$ cat src/rtl/rv32i_fetch_stage.sv
// rv32i_fetch_stage: instruction fetch for the 5-stage RV32I pipeline.
// Holds the fetch PC and drives a synchronous instruction memory. Each
// returned word is paired with its PC on registered outputs for decode.
// Redirects from decode squash the in-flight word. Stalls freeze all state.
// EBREAK, or a misaligned redirect target, freezes fetch until reset.
module rv32i_fetch_stage #(
  parameter logic [31:0] RESET_PC = 32'h0000_0000,
  parameter logic [31:0] NOP      = 32'h0000_0013
) (
  input  logic        clk,
  input  logic        reset,
  input  logic        stall_in,
  input  logic        jump_en_in,
  input  logic [31:0] jump_addr_in,
  output logic [31:0] imem_addr,
  input  logic [31:0] imem_rdata,
  output logic [31:0] iw_out,
  output logic [31:0] pc_out,
  output logic        jump_en_out,
  output logic        halted_out,
  output logic        misalign_out
);

  localparam logic [31:0] EBREAK = 32'h0010_0073;

  typedef enum logic {FETCH, HALTED} state_t;

  state_t      state, state_next;
  logic [31:0] fetch_pc, fetch_pc_next;
  logic [31:0] pc_q, pc_q_next;
  logic        valid_q, valid_q_next;
  logic [31:0] iw_next;
  logic [31:0] pc_out_next;
  logic        jump_en_next;
  logic        misalign_next;
  logic        is_ebreak;

  // A stalled fetch re-presents the previous address so that the memory
  // word for pc_q is still on imem_rdata when the stall releases.
  assign imem_addr  = (stall_in && (state == FETCH)) ? pc_q : fetch_pc;
  assign halted_out = (state == HALTED);
  assign is_ebreak  = valid_q && (imem_rdata == EBREAK);

  // State and output registers; synchronous reset discards any pending redirect.
  always_ff @(posedge clk) begin
    if (reset) begin
      state        <= FETCH;
      fetch_pc     <= RESET_PC;
      pc_q         <= 32'h0;
      valid_q      <= 1'b0;
      iw_out       <= NOP;
      pc_out       <= 32'h0;
      jump_en_out  <= 1'b0;
      misalign_out <= 1'b0;
    end else begin
      state        <= state_next;
      fetch_pc     <= fetch_pc_next;
      pc_q         <= pc_q_next;
      valid_q      <= valid_q_next;
      iw_out       <= iw_next;
      pc_out       <= pc_out_next;
      jump_en_out  <= jump_en_next;
      misalign_out <= misalign_next;
    end
  end

  // Next-state logic. Priority in FETCH is redirect, then stall, then EBREAK, then normal.
  always_comb begin
    state_next    = state;
    fetch_pc_next = fetch_pc;
    pc_q_next     = pc_q;
    valid_q_next  = valid_q;
    iw_next       = iw_out;
    pc_out_next   = pc_out;
    jump_en_next  = jump_en_out;
    misalign_next = misalign_out;

    case (state)
      FETCH: begin
        if (jump_en_in) begin
          valid_q_next = 1'b0;
          iw_next      = NOP;
          if (jump_addr_in[1:0] != 2'b00) begin
            // Unfetchable target: record it and freeze.
            misalign_next = 1'b1;
            jump_en_next  = 1'b0;
            state_next    = HALTED;
          end else begin
            fetch_pc_next = jump_addr_in;
            pc_out_next   = pc_q;
            jump_en_next  = 1'b1;
          end
        end else if (stall_in) begin
          // Hold everything.
        end else if (is_ebreak) begin
          // Hand the EBREAK to decode, then stop fetching.
          iw_next      = imem_rdata;
          pc_out_next  = pc_q;
          jump_en_next = 1'b0;
          valid_q_next = 1'b0;
          state_next   = HALTED;
        end else begin
          pc_q_next     = fetch_pc;
          valid_q_next  = 1'b1;
          fetch_pc_next = fetch_pc + 32'd4;
          iw_next       = valid_q ? imem_rdata : NOP;
          pc_out_next   = pc_q;
          jump_en_next  = 1'b0;
        end
      end
      HALTED: begin
        // Only reset leaves this state. Redirects and stalls are ignored.
        iw_next      = NOP;
        jump_en_next = 1'b0;
      end
      default: state_next = FETCH;
    endcase
  end

endmodule

$ cat config.mk
export PLATFORM = sky130hd
export DESIGN_NAME = rv32i_fetch_stage
export DESIGN_NICKNAME = d
export VERILOG_FILES = /design/src/rtl/rv32i_fetch_stage.sv
export SDC_FILE = /design/constraint.sdc
export NUM_CORES = 1
export LEC_CHECK = 0
export ABC_AREA = 1
export CAP_MARGIN = 40
export CORE_ASPECT_RATIO = 1.4
export CORE_MARGIN = 2
export CORE_UTILIZATION = 45
export CTS_CLUSTER_DIAMETER = 100
export CTS_CLUSTER_SIZE = 24
export DETAILED_ROUTE_END_ITERATION = 16
export PLACE_DENSITY = 0.79
export SYNTH_ARGS = -nofsm -noshare
export SYNTH_HDL_FRONTEND = slang
export SYNTH_SLANG_ARGS = --single-unit
$ cat constraint.sdc
create_clock -name clk -period 2.18 [get_ports clk]
set_input_delay 0.436 -clock clk [delete_from_list [all_inputs] [get_ports clk]]
set_output_delay 0.436 -clock clk [all_outputs]
set_load 0.02 [all_outputs]
==> results.json <==
{
  "synth_mux_area_share_pct": 0,
  "start_util_pct": 45.6,
  "dieArea_um2": 14900,
  "r2r_end": "fetch_pc[28]$_SDFFE_PP0P_",
  "r2r-start": "fetch_pc[3]$_SDFFE_PP0P_",
  "htree_levels": 4,
  "yosysSeqAreaShare_pct": 42.0,
  "synthCells": 955,
  "max_freq_ghz": 0.495,
  "synth_xor_area_share_pct": 0.976,
  "slew_viol_final": 0,
  "post-place-ws_ps": -432,
  "nNetsFinal": 1194,
  "mostFrequentLayoutCells": "240 x nand2_1, 185 x nor2_1, 132 x dfxtp_1, 132 x clkdlybuf4s50_1, 115 x o21ai_0",
  "peakVddDrop_mv": 0.479,
  "clockBufferDepth": 2,
  "track_usage_pct": 25.3,
  "skew_ps": 8.61,
  "critPathTopFamily": "buffers and inverters",
  "coreArea_um2": 13800,
  "std_cell_rows": 51,
  "synth-compound-area-share_pct": 17.2,
  "status": "completed",
  "syn2layout_area_growth_pct": 39.8,
  "hold_viol": 0,
  "finalSetupTns_ps": 0,
  "remaining_drc_errors": 0,
  "path_cells": "buf_4 > clkdlybuf4s50_1",
  "finalCriticalPeriod_ps": 2020,
  "cts_root_buffer": "clkbuf_16",
  "via_per_inst": 5.12,
  "layout_commonest_cell": "nand2_1",
  "slew_headroom_pct": 60.7,
  "start_kind": "flip-flop",
  "first_global_vias": 6464,
  "synth_area_leaders": "dfxtp_1 42%, nand2_1 14%, nor2_1 11%, o21ai_0 9.4%, a21oi_1 6.5%",
  "numCtsBuffers": 17,
  "whs_endpoint": "iw_out[14]$_SDFFE_PP0P_",
  "postCtsHoldBufs": 0,
  "tritoncts": "done",
  "antenna_found_initial": 0,
  "fillers": 1240,
  "grt_max_degree": 51,
  "grt.overflow.total": 0,
  "cp_slowest_cell": "clkdlybuf4s50_1",
  "port_buffers": 166,
  "synthAdderAreaFrac_pct": 0.199,
  "drt_first_pass_iters": 6,
  "yosys.cell_types.count": 32,
  "cap_violations": 0,
  "synthesis.area_um2": 6280,
  "dieWidth_um": 104,
  "dp.final_hpwl_um": 13400,
  "final_core_util_pct": 63.8,
  "ant_nets": 0,
  "vias": 6768,
  "rrSetupSlack_ps": 310,
  "p_per_area_nw_per_um2": 756,
  "drive_gt1_share_pct": 11.8,
  "synthSimpleGateAreaFrac_pct": 32.3,
  "reg2reg_depth": 12,
  "yosysWarningCount": 0,
  "crit_buf_inv": 2,
  "avgSynthCellArea_um2": 6.58,
  "io_pins": 167,
  "yosysTopAreaCell": "dfxtp_1",
  "setup_viol": 0,
  "synth_seq_cells": 132,
  "p_leak_uw": 0.00351,
  "hp-start": "iw_out[14]$_SDFFE_PP0P_",
  "antennaDiodeCount": 0,
  "wire_per_inst_um": 14.9,
  "clock_latency_ps": 420,
  "hold_path_class": "reg -> reg",
  "critical_path_class": "reg -> out",
  "async_flop_share_pct": 0,
  "synth-edff-count": 0,
  "cp_max_fo": 6,
  "wirelength_um": 19700,
  "clk_pin_slew_ps": 60,
  "drt_iter0_markers": 321,
  "synth_nets": 1024,
  "period_share_pct": 92.7,
  "place_congestion": 0.944,
  "arrival_ps": 1580,
  "rsz0062_at_grt": "no",
  "max_stage_delay_ps": 610,
  "whs_path_depth": 2,
  "layout_setup_ws_ps": 160,
  "worst_pin_slew_ps": 590,
  "grt_pass1_wl_um": 30500,
  "end_kind": "primary output",
  "die_h_um": 144,
  "netlist.area_leader.share_pct": 42.0,
  "worst_ep_required_time_ps": 1740,
  "synthFlopType": "dfxtp_1",
  "synth_top_family_by_area": "simple AND/OR/NAND/NOR gates",
  "cts_sinks": 132
}
[synthesized netlist by cell type (5+ instances only)]
| master | count |
|---|---|
| a21oi_1 | 82 |
| o21ai_0 | 118 |
| nand2_1 | 240 |
| dfxtp_1 | 132 |
| o21ai_1 | 12 |
| xor2_1 | 5 |
| nor3_1 | 8 |
| nand3_1 | 29 |
| clkbuf_1 | 21 |
| nor2_1 | 186 |
| inv_1 | 49 |
| buf_4 | 8 |
| or2_2 | 8 |
| inv_2 | 5 |
| nor2_2 | 5 |
| buf_2 | 18 |
| nor2_4 | 5 |
[report_power, final]
part,internal [uW],leakage [uW],switching (uW)
Clock,1700,0.000277,1160
Combinational,491,0.00215,636
Sequential,2560,0.00108,110
[area by class of cell]
type / instances / area, um2 / area share (%)
clock buffer: 18 / 429 / 4.88
clock inverter: 14 / 154 / 1.75
inverter: 55 / 206 / 2.35
multi-input combinational: 717 / 3190 / 36.3
sequential: 132 / 2640 / 30.1
tap: 185 / 231 / 2.63
timing repair buffer: 202 / 1940 / 22.0
[tightest hold or removal path, delay by kind of cell, from the launching register on]
kind	cells	cell delay, ps
AOI/OAI and AO/OA	1	60
DFF	1	310
and+or+nand+nor	1	60
[kinds of logic (layout without fill, tap and decap cells)]
logic type                 count (synthesis)  in the layout
adders and majority gates                  1              1
and+or+nand+nor                          494            494
xor gates and xnor gates                   7              7
DFF                                      132            132
buffers and inverters                    106            289
AOI/OAI and AO/OA                        215            215
[repair_timing]
action,4_1_cts,5_1_grt
endpoints found under the hold margin,0,0
setup endpoints to repair,32,31
cloned,1,2
pin swaps,1,1
buffers inserted,1,1
resized for setup,156,9
[stage by stage]
stage	hold WS, ps	total power, uW	instance area, um2	std cells
finish	466	6640	8790	1323
global placement	450	3820	8240	1286
detailed placement	456	3840	8260	1287
CTS	465	6660	8750	1321
global route	483	6910	8790	1323
floorplan	437	3300	6280	955
[state kept, by name (all words and copies together) (netlist names)]
register and flops:
fetch_pc 32, iw_out 32, pc_out 32, pc_q 32
halted_out 1, jump_en_out 1, misalign_out 1, valid_q 1
[metal layers]
metal	routed length, um	global-route usage, %
met5	0	0
met4	542	9.96
met3	1320	5.85
met2	10100	47.6
met1	7750	27.5
[how the worst max path moves through the flow]
stage / startpoint / endpoint / cells after the start
floorplan: halted_out$_SDFF_PP0_ / imem_addr[0] / 3
global placement: stall_in / imem_addr[27] / 7
detailed placement: stall_in / imem_addr[14] / 7
CTS: stall_in / imem_addr[30] / 7
global route: fetch_pc[3]$_SDFFE_PP0P_ / fetch_pc[28]$_SDFFE_PP0P_ / 12
finish: halted_out$_SDFF_PP0_ / halted_out / 2
Note: power is estimated with default switching activity, not from simulation.
